===== config.mk =====
export PLATFORM = sky130hd
export DESIGN_NAME = uart_tx_serializer_flat
export DESIGN_NICKNAME = d
export VERILOG_FILES = /design/src/rtl/uart_pkg.sv /design/src/rtl/uart_tx_serializer_if.sv /design/src/rtl/uart_baud_tick.sv /design/src/rtl/uart_tx_serializer.sv /design/src/flat_wrapper.sv
export SDC_FILE = /design/constraint.sdc
export NUM_CORES = 1
export LEC_CHECK = 0
export CAP_MARGIN = 40
export CORE_MARGIN = 1
export CORE_UTILIZATION = 44
export CTS_BUF_LIST = sky130_fd_sc_hd__clkbuf_4
export CTS_CLUSTER_SIZE = 28
export DETAILED_ROUTE_END_ITERATION = 12
export GPL_TIMING_DRIVEN = 0
export PLACE_DENSITY = 0.72
export SETUP_SLACK_MARGIN = 0.3
export SYNTH_ARGS = -nofsm -noshare
export SYNTH_HDL_FRONTEND = slang
export SYNTH_SLANG_ARGS = --single-unit

===== constraint.sdc =====
create_clock -name clk_in -period 1.9 [get_ports clk_in]
set_input_delay 0.38 -clock clk_in [delete_from_list [all_inputs] [get_ports clk_in]]
set_output_delay 0.38 -clock clk_in [all_outputs]
set_load 0.02 [all_outputs]

===== src/rtl/uart_pkg.sv =====
// Shared UART definitions: frame FSM states, system clock and default baud constants,
// and the parity helper used by both directions of the link.
package uart_pkg;

    typedef enum logic [2:0] {
        IDLE   = 3'd0,
        START  = 3'd1,
        DATA   = 3'd2,
        PARITY = 3'd3,
        STOP   = 3'd4
    } tx_state_t;

    localparam int CLK_HZ               = 100_000_000;
    localparam int DEFAULT_BAUD         = 115_200;
    localparam int DEFAULT_CLKS_PER_BIT = CLK_HZ / DEFAULT_BAUD;
    localparam int RX_OVERSAMPLE        = 16;

    // Unused upper bits must be zero so they do not disturb the XOR.
    function automatic logic calc_parity(input logic [7:0] data, input logic odd);
        return (^data) ^ odd;
    endfunction

endpackage


===== src/rtl/uart_tx_serializer_if.sv =====
// Parallel byte handshake into the UART transmitter: the source drives data/valid,
// the transmitter answers with ready.
interface uart_tx_serializer_if #(
    parameter int DATA_BITS = 8
);
    logic [DATA_BITS-1:0] data_in;
    logic                 valid_in;
    logic                 ready_out;

    modport master (output data_in, output valid_in, input ready_out);
    modport slave  (input data_in, input valid_in, output ready_out);
endinterface


===== src/rtl/uart_baud_tick.sv =====
// Free-running bit-period divider: counts 0..CLKS_PER_TICK-1, pulses o_tick on the
// wrap cycle, and restarts from zero whenever i_clear is high.
module uart_baud_tick #(
    parameter int CLKS_PER_TICK = 868,
    parameter int CNT_W         = (CLKS_PER_TICK > 1) ? $clog2(CLKS_PER_TICK) : 1
) (
    input  logic             clk_in,
    input  logic             rst_n_in,
    input  logic             i_clear,
    output logic             o_tick,
    output logic [CNT_W-1:0] o_count
);
    localparam logic [CNT_W-1:0] CNT_LAST = CNT_W'(CLKS_PER_TICK - 1);

    logic [CNT_W-1:0] r_cnt;

    // Divider counter with synchronous clear and wrap at the last count.
    always_ff @(posedge clk_in or negedge rst_n_in) begin
        if (!rst_n_in) begin
            r_cnt <= '0;
        end else if (i_clear) begin
            r_cnt <= '0;
        end else if (r_cnt == CNT_LAST) begin
            r_cnt <= '0;
        end else begin
            r_cnt <= r_cnt + CNT_W'(1);
        end
    end

    assign o_tick  = (r_cnt == CNT_LAST);
    assign o_count = r_cnt;
endmodule


===== src/rtl/uart_tx_serializer.sv =====
// UART transmitter: takes bytes over a valid/ready handshake and shifts them out
// LSB first as start / data / optional parity / stop bits on a registered TX line.
module uart_tx_serializer
    import uart_pkg::*;
#(
    parameter int CLKS_PER_BIT = DEFAULT_CLKS_PER_BIT,
    parameter int DATA_BITS    = 8,
    parameter int PARITY_EN    = 0,
    parameter int PARITY_ODD   = 0,
    parameter int STOP_BITS    = 1
) (
    input  logic                 clk_in,
    input  logic                 rst_n_in,
    uart_tx_serializer_if.slave  bus,
    output logic                 tx_out,
    output logic                 busy_out
);
    localparam int CNT_W = (CLKS_PER_BIT > 1) ? $clog2(CLKS_PER_BIT) : 1;
    localparam int IDX_W = $clog2(DATA_BITS + 1);
    localparam logic [CNT_W-1:0] CNT_PRE_LAST = CNT_W'(CLKS_PER_BIT - 2);
    localparam logic [IDX_W-1:0] IDX_LAST     = IDX_W'(DATA_BITS - 1);
    localparam logic             STOP_LAST    = (STOP_BITS == 2) ? 1'b1 : 1'b0;

    tx_state_t            r_state;
    logic [DATA_BITS-1:0] r_shift;
    logic                 r_parity;
    logic [IDX_W-1:0]     r_bit_idx;
    logic                 r_stop_idx;
    logic                 r_tx;
    logic                 r_busy;
    logic                 r_ready;

    logic                 w_accept;
    logic                 w_clear;
    logic                 w_tick;
    logic [CNT_W-1:0]     w_count;
    logic [7:0]           w_data_ext;

    assign w_accept   = bus.valid_in && r_ready;
    assign w_clear    = (r_state == IDLE) || w_accept;
    assign w_data_ext = 8'(bus.data_in);

    uart_baud_tick #(
        .CLKS_PER_TICK (CLKS_PER_BIT),
        .CNT_W         (CNT_W)
    ) u_baud_tick (
        .clk_in   (clk_in),
        .rst_n_in (rst_n_in),
        .i_clear  (w_clear),
        .o_tick   (w_tick),
        .o_count  (w_count)
    );

    // Frame sequencer; every output is a flop so the line never sees an input glitch.
    always_ff @(posedge clk_in or negedge rst_n_in) begin
        if (!rst_n_in) begin
            r_state    <= IDLE;
            r_shift    <= '0;
            r_parity   <= 1'b0;
            r_bit_idx  <= '0;
            r_stop_idx <= 1'b0;
            r_tx       <= 1'b1;
            r_busy     <= 1'b0;
            r_ready    <= 1'b1;
        end else begin
            case (r_state)
                IDLE: begin
                    if (w_accept) begin
                        r_shift  <= bus.data_in;
                        r_parity <= calc_parity(w_data_ext, PARITY_ODD != 0);
                        r_state  <= START;
                        r_tx     <= 1'b0;
                        r_busy   <= 1'b1;
                        r_ready  <= 1'b0;
                    end else begin
                        r_tx    <= 1'b1;
                        r_busy  <= 1'b0;
                        r_ready <= 1'b1;
                    end
                end
                START: begin
                    if (w_tick) begin
                        r_state   <= DATA;
                        r_tx      <= r_shift[0];
                        r_shift   <= r_shift >> 1;
                        r_bit_idx <= '0;
                    end else begin
                        r_tx <= 1'b0;
                    end
                end
                DATA: begin
                    if (w_tick) begin
                        if (r_bit_idx != IDX_LAST) begin
                            r_bit_idx <= r_bit_idx + IDX_W'(1);
                            r_tx      <= r_shift[0];
                            r_shift   <= r_shift >> 1;
                        end else if (PARITY_EN != 0) begin
                            r_state <= PARITY;
                            r_tx    <= r_parity;
                        end else begin
                            r_state    <= STOP;
                            r_tx       <= 1'b1;
                            r_stop_idx <= 1'b0;
                        end
                    end else begin
                        r_tx <= r_tx;
                    end
                end
                PARITY: begin
                    if (w_tick) begin
                        r_state    <= STOP;
                        r_tx       <= 1'b1;
                        r_stop_idx <= 1'b0;
                    end else begin
                        r_tx <= r_parity;
                    end
                end
                STOP: begin
                    // Ready is raised one cycle early so it is visible in the last stop cycle.
                    if (w_tick) begin
                        if (r_stop_idx != STOP_LAST) begin
                            r_stop_idx <= 1'b1;
                        end else if (w_accept) begin
                            r_shift  <= bus.data_in;
                            r_parity <= calc_parity(w_data_ext, PARITY_ODD != 0);
                            r_state  <= START;
                            r_tx     <= 1'b0;
                            r_busy   <= 1'b1;
                            r_ready  <= 1'b0;
                        end else begin
                            r_state <= IDLE;
                            r_tx    <= 1'b1;
                            r_busy  <= 1'b0;
                            r_ready <= 1'b1;
                        end
                    end else if ((r_stop_idx == STOP_LAST) && (w_count == CNT_PRE_LAST)) begin
                        r_ready <= 1'b1;
                    end else begin
                        r_ready <= 1'b0;
                    end
                end
                default: begin
                    r_state <= IDLE;
                    r_tx    <= 1'b1;
                    r_busy  <= 1'b0;
                    r_ready <= 1'b1;
                end
            endcase
        end
    end

    assign tx_out        = r_tx;
    assign busy_out      = r_busy;
    assign bus.ready_out = r_ready;
endmodule

===== src/flat_wrapper.sv =====
// flat-port wrapper written by rule: the top's interface ports become plain ports
module uart_tx_serializer_flat import uart_pkg::*;
#(
    parameter int CLKS_PER_BIT = DEFAULT_CLKS_PER_BIT,
    parameter int DATA_BITS    = 8,
    parameter int PARITY_EN    = 0,
    parameter int PARITY_ODD   = 0,
    parameter int STOP_BITS    = 1
)
  (clk_in, rst_n_in, tx_out, busy_out, bus_data_in, bus_valid_in, bus_ready_out);
  uart_tx_serializer_if #(.DATA_BITS(DATA_BITS)) bus_i ();
  input  logic clk_in;
  input  logic rst_n_in;
  output logic tx_out;
  output logic busy_out;
  input wire logic [$bits(bus_i.data_in)-1:0] bus_data_in;
  input wire logic [$bits(bus_i.valid_in)-1:0] bus_valid_in;
  output wire logic [$bits(bus_i.ready_out)-1:0] bus_ready_out;
  assign bus_i.data_in = bus_data_in;
  assign bus_i.valid_in = bus_valid_in;
  assign bus_ready_out = bus_i.ready_out;
  uart_tx_serializer #(.CLKS_PER_BIT(CLKS_PER_BIT), .DATA_BITS(DATA_BITS), .PARITY_EN(PARITY_EN), .PARITY_ODD(PARITY_ODD), .STOP_BITS(STOP_BITS)) u_core (.clk_in(clk_in), .rst_n_in(rst_n_in), .bus(bus_i), .tx_out(tx_out), .busy_out(busy_out));
endmodule

* Word-level counts from Yosys, hierarchy flattened
Cells that the tools add are included.
** Operators by class
- Add/sub/neg operators :: 2
- Equality and inequality tests :: 16
- Mux-type cells :: 47
- Bitwise gates (word level) :: 2
- Reductions and logical operators :: 18
** Operators with widths (number)
- 8-bit two-way mux :: 6
- 8-bit case mux with 4 select lines :: 1
- 1-bit two-way mux :: 21
- 3-bit two-way mux :: 7
- 10-bit equality test (second input constant) :: 2
- 10-bit two-way mux :: 2
- 3-bit case mux with 5 select lines :: 1
- 4-bit two-way mux :: 3
- 2-bit != test (second input constant) :: 6
- 10-bit by 1-bit adder with 10-bit output (second input constant) :: 1
- 1-bit case mux with 3 select lines :: 3
- 3-bit AND reduction :: 3
- 4-bit case mux with 2 select lines :: 1
- 8-bit parity :: 1
- 7-bit AND reduction :: 1
- 3-bit by 2-bit equality test with 1-bit output (second input constant) :: 2
- 6-bit AND reduction :: 1
- 1-bit case mux with 5 select lines :: 1
- 5-bit AND reduction :: 1
- 4-bit by 1-bit adder with 4-bit output (second input constant) :: 1
- 2-bit by 1-bit != test with 1-bit output (second input constant) :: 2
- 4-bit by 3-bit != test with 1-bit output (second input constant) :: 1
- 4-bit AND reduction :: 1
- 2-bit nonzero test :: 2
- 12 further kinds :: 14
** Storage, ports and cells
- Register bits :: 30
- Input bits :: 11
- Output and inout port bits :: 3

* Longest topological paths before layout
- Word-level depth :: 5
- Gate-level depth with buffers :: 7
- Gate-level depth less buffers :: 6

* Cells and area by module
A second synthesis with hierarchy kept.
** Unflattened totals
- Cells, all modules :: 171
- Area, all modules :: 1791.7 µm²
** By module, submodules not included
- uart_tx_serializer :: instances 1, cells an instance 119, area an instance 1256.2 µm²
- uart_baud_tick :: instances 1, cells an instance 52, area an instance 535.5 µm²

* Least setup slack after synthesis
No wires, ideal clock.
- Path type :: reg2reg
- Start :: register u_core.r_bit_idx[0]
- End :: register u_core.r_shift[7]
- Library setup time :: 125 ps
- Arrival :: 1613 ps
- Data required time :: 1775 ps
- Path slack :: 162 ps
- Cell stages (with the launch flop) :: 7
- Buffers on the path :: 0
- Period minus slack after synthesis :: 1738 ps
- Cells stage by stage :: dfrtp_1 ha_1 and3b_2 o21a_4 nor2_2 o22ai_4 mux2_4
** Between the ends
- Word-level cells in the longest chain between the ends :: 3
** Ends and longest elaborated chain
- from (decl) :: RTL line uart_tx_serializer.sv:27 : logic [IDX_W-1:0] r_bit_idx;
- from (signal assigned) :: RTL line uart_tx_serializer.sv:94 : r_bit_idx <= r_bit_idx + IDX_W'(1);
- 4-bit by 3-bit != test with 1-bit output :: RTL line uart_tx_serializer.sv:93 : if (r_bit_idx != IDX_LAST) begin
- 2-bit by 1-bit != test with 1-bit output (no line)
- 6-bit AND reduction (no line)
- to (signal assigned) :: RTL line uart_tx_serializer.sv:85 : r_shift <= r_shift >> 1;
- to (signal assigned) :: RTL line uart_tx_serializer.sv:96 : r_shift <= r_shift >> 1;
- to (signal assigned) :: RTL line uart_tx_serializer.sv:124 : r_shift <= bus.data_in;
- to (decl) :: RTL line uart_tx_serializer.sv:25 : logic [DATA_BITS-1:0] r_shift;
No other way between the ends.
A chain may end at the register's enable or synchronous reset.

* Final worst setup path
- Start :: register u_core.r_bit_idx[1]
- End :: register u_core.r_shift[2]
The elaborated chain is that of the path after synthesis.

==> results.cfg <==
[outcome]
outcome = complete, no violations

[routing]
route.detailed.drc = 0
dr_wl_met2_um = 1840
wirelength_um = 3680
ant_nets = 0
wl_per_cell_um = 15.4
viasPerCell = 5.54
wl_met1_um = 1530
top_layer = met4
vias = 1319
dr.pass1.iters = 4
drt_iter0_drc = 84
wl_met3_um = 190

[layout]
num_antenna_cells = 0
final_common_cell = dfrtp_1
nets = 203
drive_above_1_share_pct = 34.2
area_growth_pct = 26.7
post-route-util_pct = 58.9
final_cell_mix = 26 x dfrtp_1, 18 x nor2_1, 10 x xnor2_1, 10 x clkdlybuf4s50_1

[synth]
synth_seq_area_share_pct = 42.1
synth_seq_cells = 29
syn-instance-count = 155
ys.flop_type = dfrtp_1
yosysWarnings = 0
syn_area_per_cell_um2 = 11.1
synth_fp_nets = 169
synth_area_mm2 = 0.00173
ys_types = 48
synth-async-reset-ratio_pct = 100
synth-edff-count = 0

[clock_tree]
clkLatencyLatePin_ns = 0.35
htree_levels = 2
cts_buffers = 5
clk_pin_slew_ns = 0.11
clockBufferDepth = 2
cts_tree = built
cts_sinks = 29
ctsHoldBuffers = 0
cts-root-buf = clkbuf_4

[worst_setup_path]
crit_path_max_incr_delay_ns = 0.40
critical_path_arrival_ns = 2.00
cp_slowest_cell = dfrtp_1
regToRegEndpoint = u_core.r_shift[2]
crit_family = flip-flops
crit_buf_inv = 1
crit_path_start = u_core.r_bit_idx[1]
cp-end-kind = register
rrSetupSlack_ns = 0.13
startpoint_type = register
r2r_cells = 7
reg2reg_from = u_core.r_bit_idx[1]
crit_chain = ha_2 > and3b_2 > o21a_4 > nor2_4 > o22ai_4 > buf_12 > mux2_4
crit_required_ns = 2.13
cp_max_fo = 8
crit_type = register to register

[sta]
clock_skew_ns = 0.0194
hold_viol = 0
period_share_pct = 93.2
worstMarginPinSlew_ns = 0.568
slew_viol_final = 0
finalCriticalPeriod_ns = 1.77
clock.fmax_ghz = 0.564
setup_viol = 0
timing.slew.headroom_pct = 62.0
rsz0062_at_grt = yes

[die]
core_area_mm2 = 0.00372
start_util_pct = 46.5
rows = 22
die_x_um = 64.7
die_area_mm2 = 0.00418
die_height_um = 64.7
io-pin-count = 14

[power_and_ir_drop]
power_mw = 2.14
p_sw_mw = 0.683
power_frac_clock_pct = 24.1
switching_share_pct = 31.9
powerDensity_mw_per_mm2 = 979
seq_power_share_pct = 40.9
p_leak_nw = 0.978
p_comb_share_pct = 35.0
p_int_mw = 1.46
irDropWorstVdd_v = 0.000596

[worst_hold_path]
hp-class = input pin to async pin

[job]
cap_violations = 0

[placement]
dp_hpwl_um = 2410
port_buffers = 13
gp_congestion = 0.825

[grt]
grt_max_degree = 20
grt_pass1_wl_um = 5980
overflow = 0
antenna_found_initial = 0
grt_pass1_vias = 1339
grt_usage_pct = 19.0
## final cells by class
class	instances	area (um2)
buffer	6	55.1
clock buffer	5	37.5
clock inverter	3	46.3
fill	318	1530
inverter	3	11.3
multi-input combinational	117	976
sequential	29	729
tap	48	60.1
timing repair buffer	27	274
## how the worst max path moves through the flow
stage / depth (start not counted) / slack (ns) / to
4_1_cts: 7 / 0.14 / u_core.r_shift[2]
3_5_place_dp: 5 / -0.15 / u_core.r_shift[3]
3_3_place_gp: 5 / -0.11 / u_core.r_shift[6]
2_1_floorplan: 6 / 0.21 / u_core.r_shift[7]
6_report: 7 / 0.13 / u_core.r_shift[2]
5_1_grt: 7 / 0.08 / u_core.r_shift[2]
## flip-flops by register name (all words and copies together) (netlist names)
signal,cells
u_core.tx_out,1
u_core.r_parity,1
u_core.bus.ready_out,1
u_core.busy_out,1
u_core.r_bit_idx,4
u_core.u_baud_tick.o_count,10
u_core.r_state,3
u_core.r_shift,8
## through the flow
stage          TNS [ns]  instance area, um2  cells  hold WS (ns)  worst slack (ns)
4_1_cts               0                2120    234         0.402             0.144
3_3_place_gp      -1.26                1930    216         0.491            -0.114
3_5_place_dp      -1.15                1940    217         0.496            -0.150
2_1_floorplan         0                1740    155        0.0844             0.206
6_report              0                2190    238         0.383             0.128
5_1_grt               0                2190    238         0.413            0.0830
## kinds of logic after synthesis
group / Yosys count / synth area share (%)
buffers and inverters: 9 / 3.76
AND/OR/NAND/NOR: 55 / 20.3
flip-flops: 29 / 42.1
XOR/XNOR: 16 / 8.11
multiplexers: 16 / 12.2
AO/OA/AOI/OAI: 27 / 11.4
adder cells (fa/ha/maj): 3 / 2.17
## synthesized netlist by cell type (all sizes together) (3+ instances only)
cell    n  area [um2]
o21ai   4        20.0
dfrtp  27         676
a21oi  10        53.8
nor3    5        36.3
ha      3        37.5
nand3   6        35.0
nand2   6        22.5
xor2    6        52.6
nor2   20        93.8
and3    4        30.0
mux2   16         210
inv     3        11.3
xnor2  10        87.6
buf     6        53.8
o22ai   3        32.5
## layer usage
layer  track usage, %  vias to the layer above
met5                0                        -
met4             10.8                        0
met3             4.58                       19
met2             31.2                       43
met1             22.5                      635
li1                 -                      622
## timing repair
action | in CTS | in global routing
buffers inserted | 9 | 3
setup endpoints to repair | 29 | 31
pin swaps | 6 | 2
gates resized for setup | 8 | 10
gates cloned | 0 | 1
## power groups by stage
stage	registers, mW	logic (mW)	clock network (mW)
after floorplan	0.895	0.490	0
after global placement	0.883	0.661	0
after detailed placement	0.896	0.687	0
after CTS	0.876	0.720	0.523
after global routing	0.897	0.817	0.549
final	0.877	0.749	0.517
Note: power is estimated with default switching activity, not from simulation.
